<file path="config.mk">
export PLATFORM = sky130hd
export DESIGN_NAME = serial_subtractor
export DESIGN_NICKNAME = d
export VERILOG_FILES = /design/src/rtl/arith_pkg.sv /design/src/rtl/fullsub.sv /design/src/rtl/serial_subtractor.sv
export SDC_FILE = /design/constraint.sdc
export NUM_CORES = 1
export LEC_CHECK = 0
export ABC_AREA = 1
export CORE_ASPECT_RATIO = 0.75
export CORE_UTILIZATION = 51
export CTS_BUF_LIST = sky130_fd_sc_hd__clkbuf_4
export DETAILED_ROUTE_END_ITERATION = 10
export GPL_TIMING_DRIVEN = 0
export PLACE_DENSITY = 0.8
export SKIP_LAST_GASP = 1
export SLEW_MARGIN = 20
export SYNTH_ARGS = -nofsm -noshare
export SYNTH_HDL_FRONTEND = slang
export SYNTH_SLANG_ARGS = --single-unit
export TNS_END_PERCENT = 100
</file>
<file path="constraint.sdc">
create_clock -name clk -period 1.35 [get_ports clk]
set_clock_uncertainty 0.15 [all_clocks]
set_input_delay 0.27 -clock clk [delete_from_list [all_inputs] [get_ports clk]]
set_output_delay 0.27 -clock clk [all_outputs]
set_load 0.02 [all_outputs]
</file>
<file path="src/rtl/arith_pkg.sv">
// Shared types and limits for the bit-serial arithmetic blocks.
package arith_pkg;

  // Largest operand width the serial datapath is sized for.
  localparam int WIDTH_MAX = 32;

  // Controller states for the serial subtractor.
  typedef enum logic [1:0] {
    IDLE = 2'd0,
    RUN  = 2'd1,
    DONE = 2'd2
  } state_e;

endpackage

</file>
<file path="src/rtl/fullsub.sv">
// One-bit full subtractor cell: d = a - b - bin, with borrow out.
// Gate-level so it mirrors the half/full adder cells.
module fullsub (
  input  logic a,
  input  logic b,
  input  logic bin,
  output logic d,
  output logic bout
);

  logic axb;
  logic na;
  logic nxb;
  logic t_ab;
  logic t_bin;

  // Difference bit.
  xor u_x0 (axb, a, b);
  xor u_x1 (d, axb, bin);

  // Borrow: b exceeds a, or a equals b and a borrow is already pending.
  not u_n0 (na, a);
  not u_n1 (nxb, axb);
  and u_a0 (t_ab, na, b);
  and u_a1 (t_bin, nxb, bin);
  or  u_o0 (bout, t_ab, t_bin);

endmodule

</file>
<file path="src/rtl/serial_subtractor.sv">
// Bit-serial unsigned subtractor: D = A - B, LSB first, one bit per clock
// through a single fullsub cell, with valid/ready on both sides.
module serial_subtractor
  import arith_pkg::*;
#(
  parameter int WIDTH = 4
) (
  input  logic             clk,
  input  logic             rst_n,
  input  logic             in_valid,
  output logic             in_ready,
  input  logic [WIDTH-1:0] A,
  input  logic [WIDTH-1:0] B,
  output logic             out_valid,
  input  logic             out_ready,
  output logic [WIDTH-1:0] D,
  output logic             BO
);

  // One extra bit so WIDTH=1 still gets a legal counter.
  localparam int            CW   = $clog2(WIDTH) + 1;
  localparam logic [CW-1:0] LAST = CW'(WIDTH - 1);

  state_e           state_q, state_d;
  logic [WIDTH-1:0] a_sr_q, a_sr_d;
  logic [WIDTH-1:0] b_sr_q, b_sr_d;
  logic [WIDTH-1:0] d_sr_q, d_sr_d;
  logic             bor_q, bor_d;
  logic             bo_q, bo_d;
  logic [CW-1:0]    cnt_q, cnt_d;

  logic             fs_d;
  logic             fs_bout;

  // The single arithmetic cell, fed from the operand LSBs and running borrow.
  fullsub u_fs (
    .a    (a_sr_q[0]),
    .b    (b_sr_q[0]),
    .bin  (bor_q),
    .d    (fs_d),
    .bout (fs_bout)
  );

  // Next-state and datapath: load on accept, shift one bit per RUN cycle.
  always_comb begin
    state_d = state_q;
    a_sr_d  = a_sr_q;
    b_sr_d  = b_sr_q;
    d_sr_d  = d_sr_q;
    bor_d   = bor_q;
    bo_d    = bo_q;
    cnt_d   = cnt_q;
    case (state_q)
      IDLE: begin
        // A/B are only looked at here, so X on idle operands never leaks in.
        if (in_valid) begin
          a_sr_d  = A;
          b_sr_d  = B;
          bor_d   = 1'b0;
          cnt_d   = '0;
          state_d = RUN;
        end
      end
      RUN: begin
        // Difference bits enter at the MSB so after WIDTH shifts bit 0 is LSB.
        d_sr_d            = d_sr_q >> 1;
        d_sr_d[WIDTH-1]   = fs_d;
        a_sr_d            = a_sr_q >> 1;
        b_sr_d            = b_sr_q >> 1;
        bor_d             = fs_bout;
        cnt_d             = cnt_q + CW'(1);
        if (cnt_q == LAST) begin
          bo_d    = fs_bout;
          state_d = DONE;
        end
      end
      DONE: begin
        // Result held until the consumer takes it; no new accept this cycle.
        if (out_ready) state_d = IDLE;
      end
      default: state_d = IDLE;
    endcase
  end

  // State and datapath registers; reset aborts any operation in flight.
  always_ff @(posedge clk or negedge rst_n) begin
    if (!rst_n) begin
      state_q <= IDLE;
      a_sr_q  <= '0;
      b_sr_q  <= '0;
      d_sr_q  <= '0;
      bor_q   <= 1'b0;
      bo_q    <= 1'b0;
      cnt_q   <= '0;
    end else begin
      state_q <= state_d;
      a_sr_q  <= a_sr_d;
      b_sr_q  <= b_sr_d;
      d_sr_q  <= d_sr_d;
      bor_q   <= bor_d;
      bo_q    <= bo_d;
      cnt_q   <= cnt_d;
    end
  end

  assign in_ready  = (state_q == IDLE);
  assign out_valid = (state_q == DONE);
  assign D         = d_sr_q;
  assign BO        = bo_q;

endmodule

</file>
==> impl_results.md <==
- Status: finished with violations
- Failing checks: setup timing
- Vias: 755
- Final TNS setup: -0.2574 ns
- VDD IR-drop max: 1616 µV
- Synth Area in XOR/XNOR: 0%
- Die width: 50.60 µm
- Diode count: 0
- Drt pass-1 iters: 4
- Ys Warns: 0
- Period minus WS final: 1.495 ns
- Die H: 38.45 µm
- Post-DRT Antenna Nets: 0
- Multi-input gate area: 356.6 µm²
- Vias in the first global route: 684
- Main combinational cell family by area after synthesis: simple AND/OR/NAND/NOR gates
- H-tree depth: 1
- Reg clk slew, reported paths: 0.11 ns
- Avg Vias per Cell: 4.903
- Synth Area in Compound Gates: 7.895%
- Drt drc: 0
- First-pass GRT wire length: 3070 µm
- Area taken by flip-flops and latches: 478.0 µm²
- Grt ovf: 0
- CTS tree: yes
- Pwr Density: 2402 mW/mm²
- Clk_lat worst skew: 0.30 ns
- Routability congestion estimate: 0.7471
- Max Freq: 669.1 MHz
- Clock Sinks: 19
- Top cell type by total area after synthesis: dfrtp_1
- Fin worst setup slack: -0.1446 ns
- Initial core utilization: 57.85%
- Share of the synthesized area in the top cell type: 52.63%
- CTS Buffer Depth: 2
- Crit Path Class: register to output pin
- Per-cell routed wire length: 13.38 µm
- Post-Syn Area: 903.4 µm²
- Req. time, crit path: 0.93 ns
- Post-Synthesis Cells: 106
- CP startpoint kind: register
- Final Hold Vio Count: 0
- Total track usage: 22.79%
- Die area: 0.001945 mm²
- Hold-fix buffers, CTS: 0
- Post-Synth Simple-Gate Area: 24.10%
- Synthesis-to-finish area growth: 30.61%
- Final instance area: 0.001180 mm²
- Mux contribution to synthesized area: 0%
- Fin nets: 149
- Dpl cell area: 0.001112 mm²
- Critical-path maximum fanout: 3
- Share of cells above drive strength 1: 22.56%
- Syn nets: 121
- CTS buffer count: 3
- Site Rows: 12
- DPL Wire Length: 1331 µm
- Crit path arrival time: 1.07 ns
- Seq/Total Area, Yosys: 52.63%
- Synth Register Bits: 19
- # setup viols final: 2
- Final Total Pwr: 2.834 mW
- Max_slew headroom: 43.51%
- Max Cap Viol: 0
- Syn_area_per_cell: 8.522 µm²
- Hold crit path type: primary input to async pin
- Pre-CTS setup slack: -0.4610 ns
- Final period util: 110.7%
- Lkg Pwr: 0.6161 nW
- Adder-Cell Fraction of Synth Area: 4.986%
- Port bufs: 18
- FILL cells: 115
- Max Transition Viols Final: 0
- RSZ-0062 raised after global routing: true
- Core outline area: 0.001562 mm²
- Initial antenna violation count: 0
- Largest net degree at the start of global routing: 20
- Clock root cell: clkbuf_4
- Wirelength, routed: 2061 µm
- CP Capture Type: output pin
- Drt first-iter violations: 12
- Top cells by area, synth: dfrtp_1 (53%), nand2_1 (15%), inv_1 (7.1%), nand3_1 (4.4%), o21ai_0 (4.4%)
- Tightest Pin Transition: 0.8447 ns
- Io pins: 19
- WHS: 0.2901 ns
- Unique masters post-synth: 17
==> worst paths after layout <==
| kind | from | end | slack [ns] | cells after the start |
|---|---|---|---|---|
| hold reg to reg | cnt_q[0] | cnt_q[0] | 0.34 | 1 |
| setup reg to reg | cnt_q[0] | state_q[1] | 0.04 | 4 |
| hold / removal | rst_n | bor_q | 0.29 | 1 |
| min in group clk | cnt_q[0] | cnt_q[0] | 0.34 | 1 |
| setup / recovery | state_q[0] | in_ready | -0.14 | 3 |
| max in group asynchronous | rst_n | state_q[1] | 0.18 | 1 |
==> registers in the layout, indices dropped and copies added, names as in the netlist <==
signal and cells:
bor_q 1, cnt_q 3, BO 1, state_q 2, a_sr_q 4, D 4
b_sr_q 4
==> cell type report <==
class | instances | share of cell area [%]
plain buffers | 2 | 1.909
clock buffers | 3 | 1.909
clock inverters | 1 | 0.4242
inverters | 19 | 6.257
multi-input cells | 66 | 30.22
flip-flops and latches | 19 | 40.51
well taps | 21 | 2.227
repair buffers | 23 | 16.54
==> per-stage QoR <==
| step | instances | utilization (%) |
|---|---|---|
| after detailed placement | 145 | 71.23 |
| final | 154 | 75.56 |
| after floorplan | 106 | - |
| after CTS | 153 | 74.60 |
| after global routing | 154 | 75.56 |
| after global placement | 145 | 71.23 |
==> worst max-delay path: stages, from the launching register on <==
cell	delay (ns)
dfrtp_2	0.43
buf_6	0.13
nor2_4	0.09
buf_6	0.13
==> synth_stat cells, drive strengths merged <==
master and number:
nand2 38, a21oi 2, buf 2, nor2 4
ha 2, o21ai 10, nand3 8, fa 1
o31ai 1, dfrtp 19, inv 19
==> cells in the final DEF, fill, tap and decap left out, drive strengths merged <==
master / synthesis / final
nor2: 4 / 4
nand3: 8 / 8
buf: 2 / 14
nand2: 38 / 38
inv: 19 / 19
clkinv: 0 / 1
clkdlybuf4s50: 0 / 11
a21oi: 2 / 2
o31ai: 1 / 1
fa: 1 / 1
dfrtp: 19 / 19
clkbuf: 0 / 3
ha: 2 / 2
o21ai: 10 / 10
==> metal layers <==
metal / wire [µm] / part of all wire [%] / global-route usage, %
met1: 914 / 44 / 28.24
met2: 1063 / 52 / 41.00
met3: 83 / 4.0 / 5.952
met4: 0 / 0 / 4.167
met5: 0 / 0 / 0
==> report_power, final <==
part           switching, mW  internal (mW)
combinational          0.918          0.625
clock                  0.181          0.111
sequential             0.159          0.839
==> cells by family after synthesis <==
| logic type | after synthesis |
|---|---|
| AOI/OAI and AO/OA | 13 |
| adders and majority gates | 3 |
| buffers and inverters | 21 |
| DFF | 19 |
| and+or+nand+nor | 50 |
==> what timing repair did <==
item	4_1_cts	5_1_grt
endpoints found under the hold margin	0	0
gates resized for setup	38	3
endpoints found under the setup margin	7	14
pin swaps	2	2
setup buffers	4	1
Power figures use the tool's default switching activity.
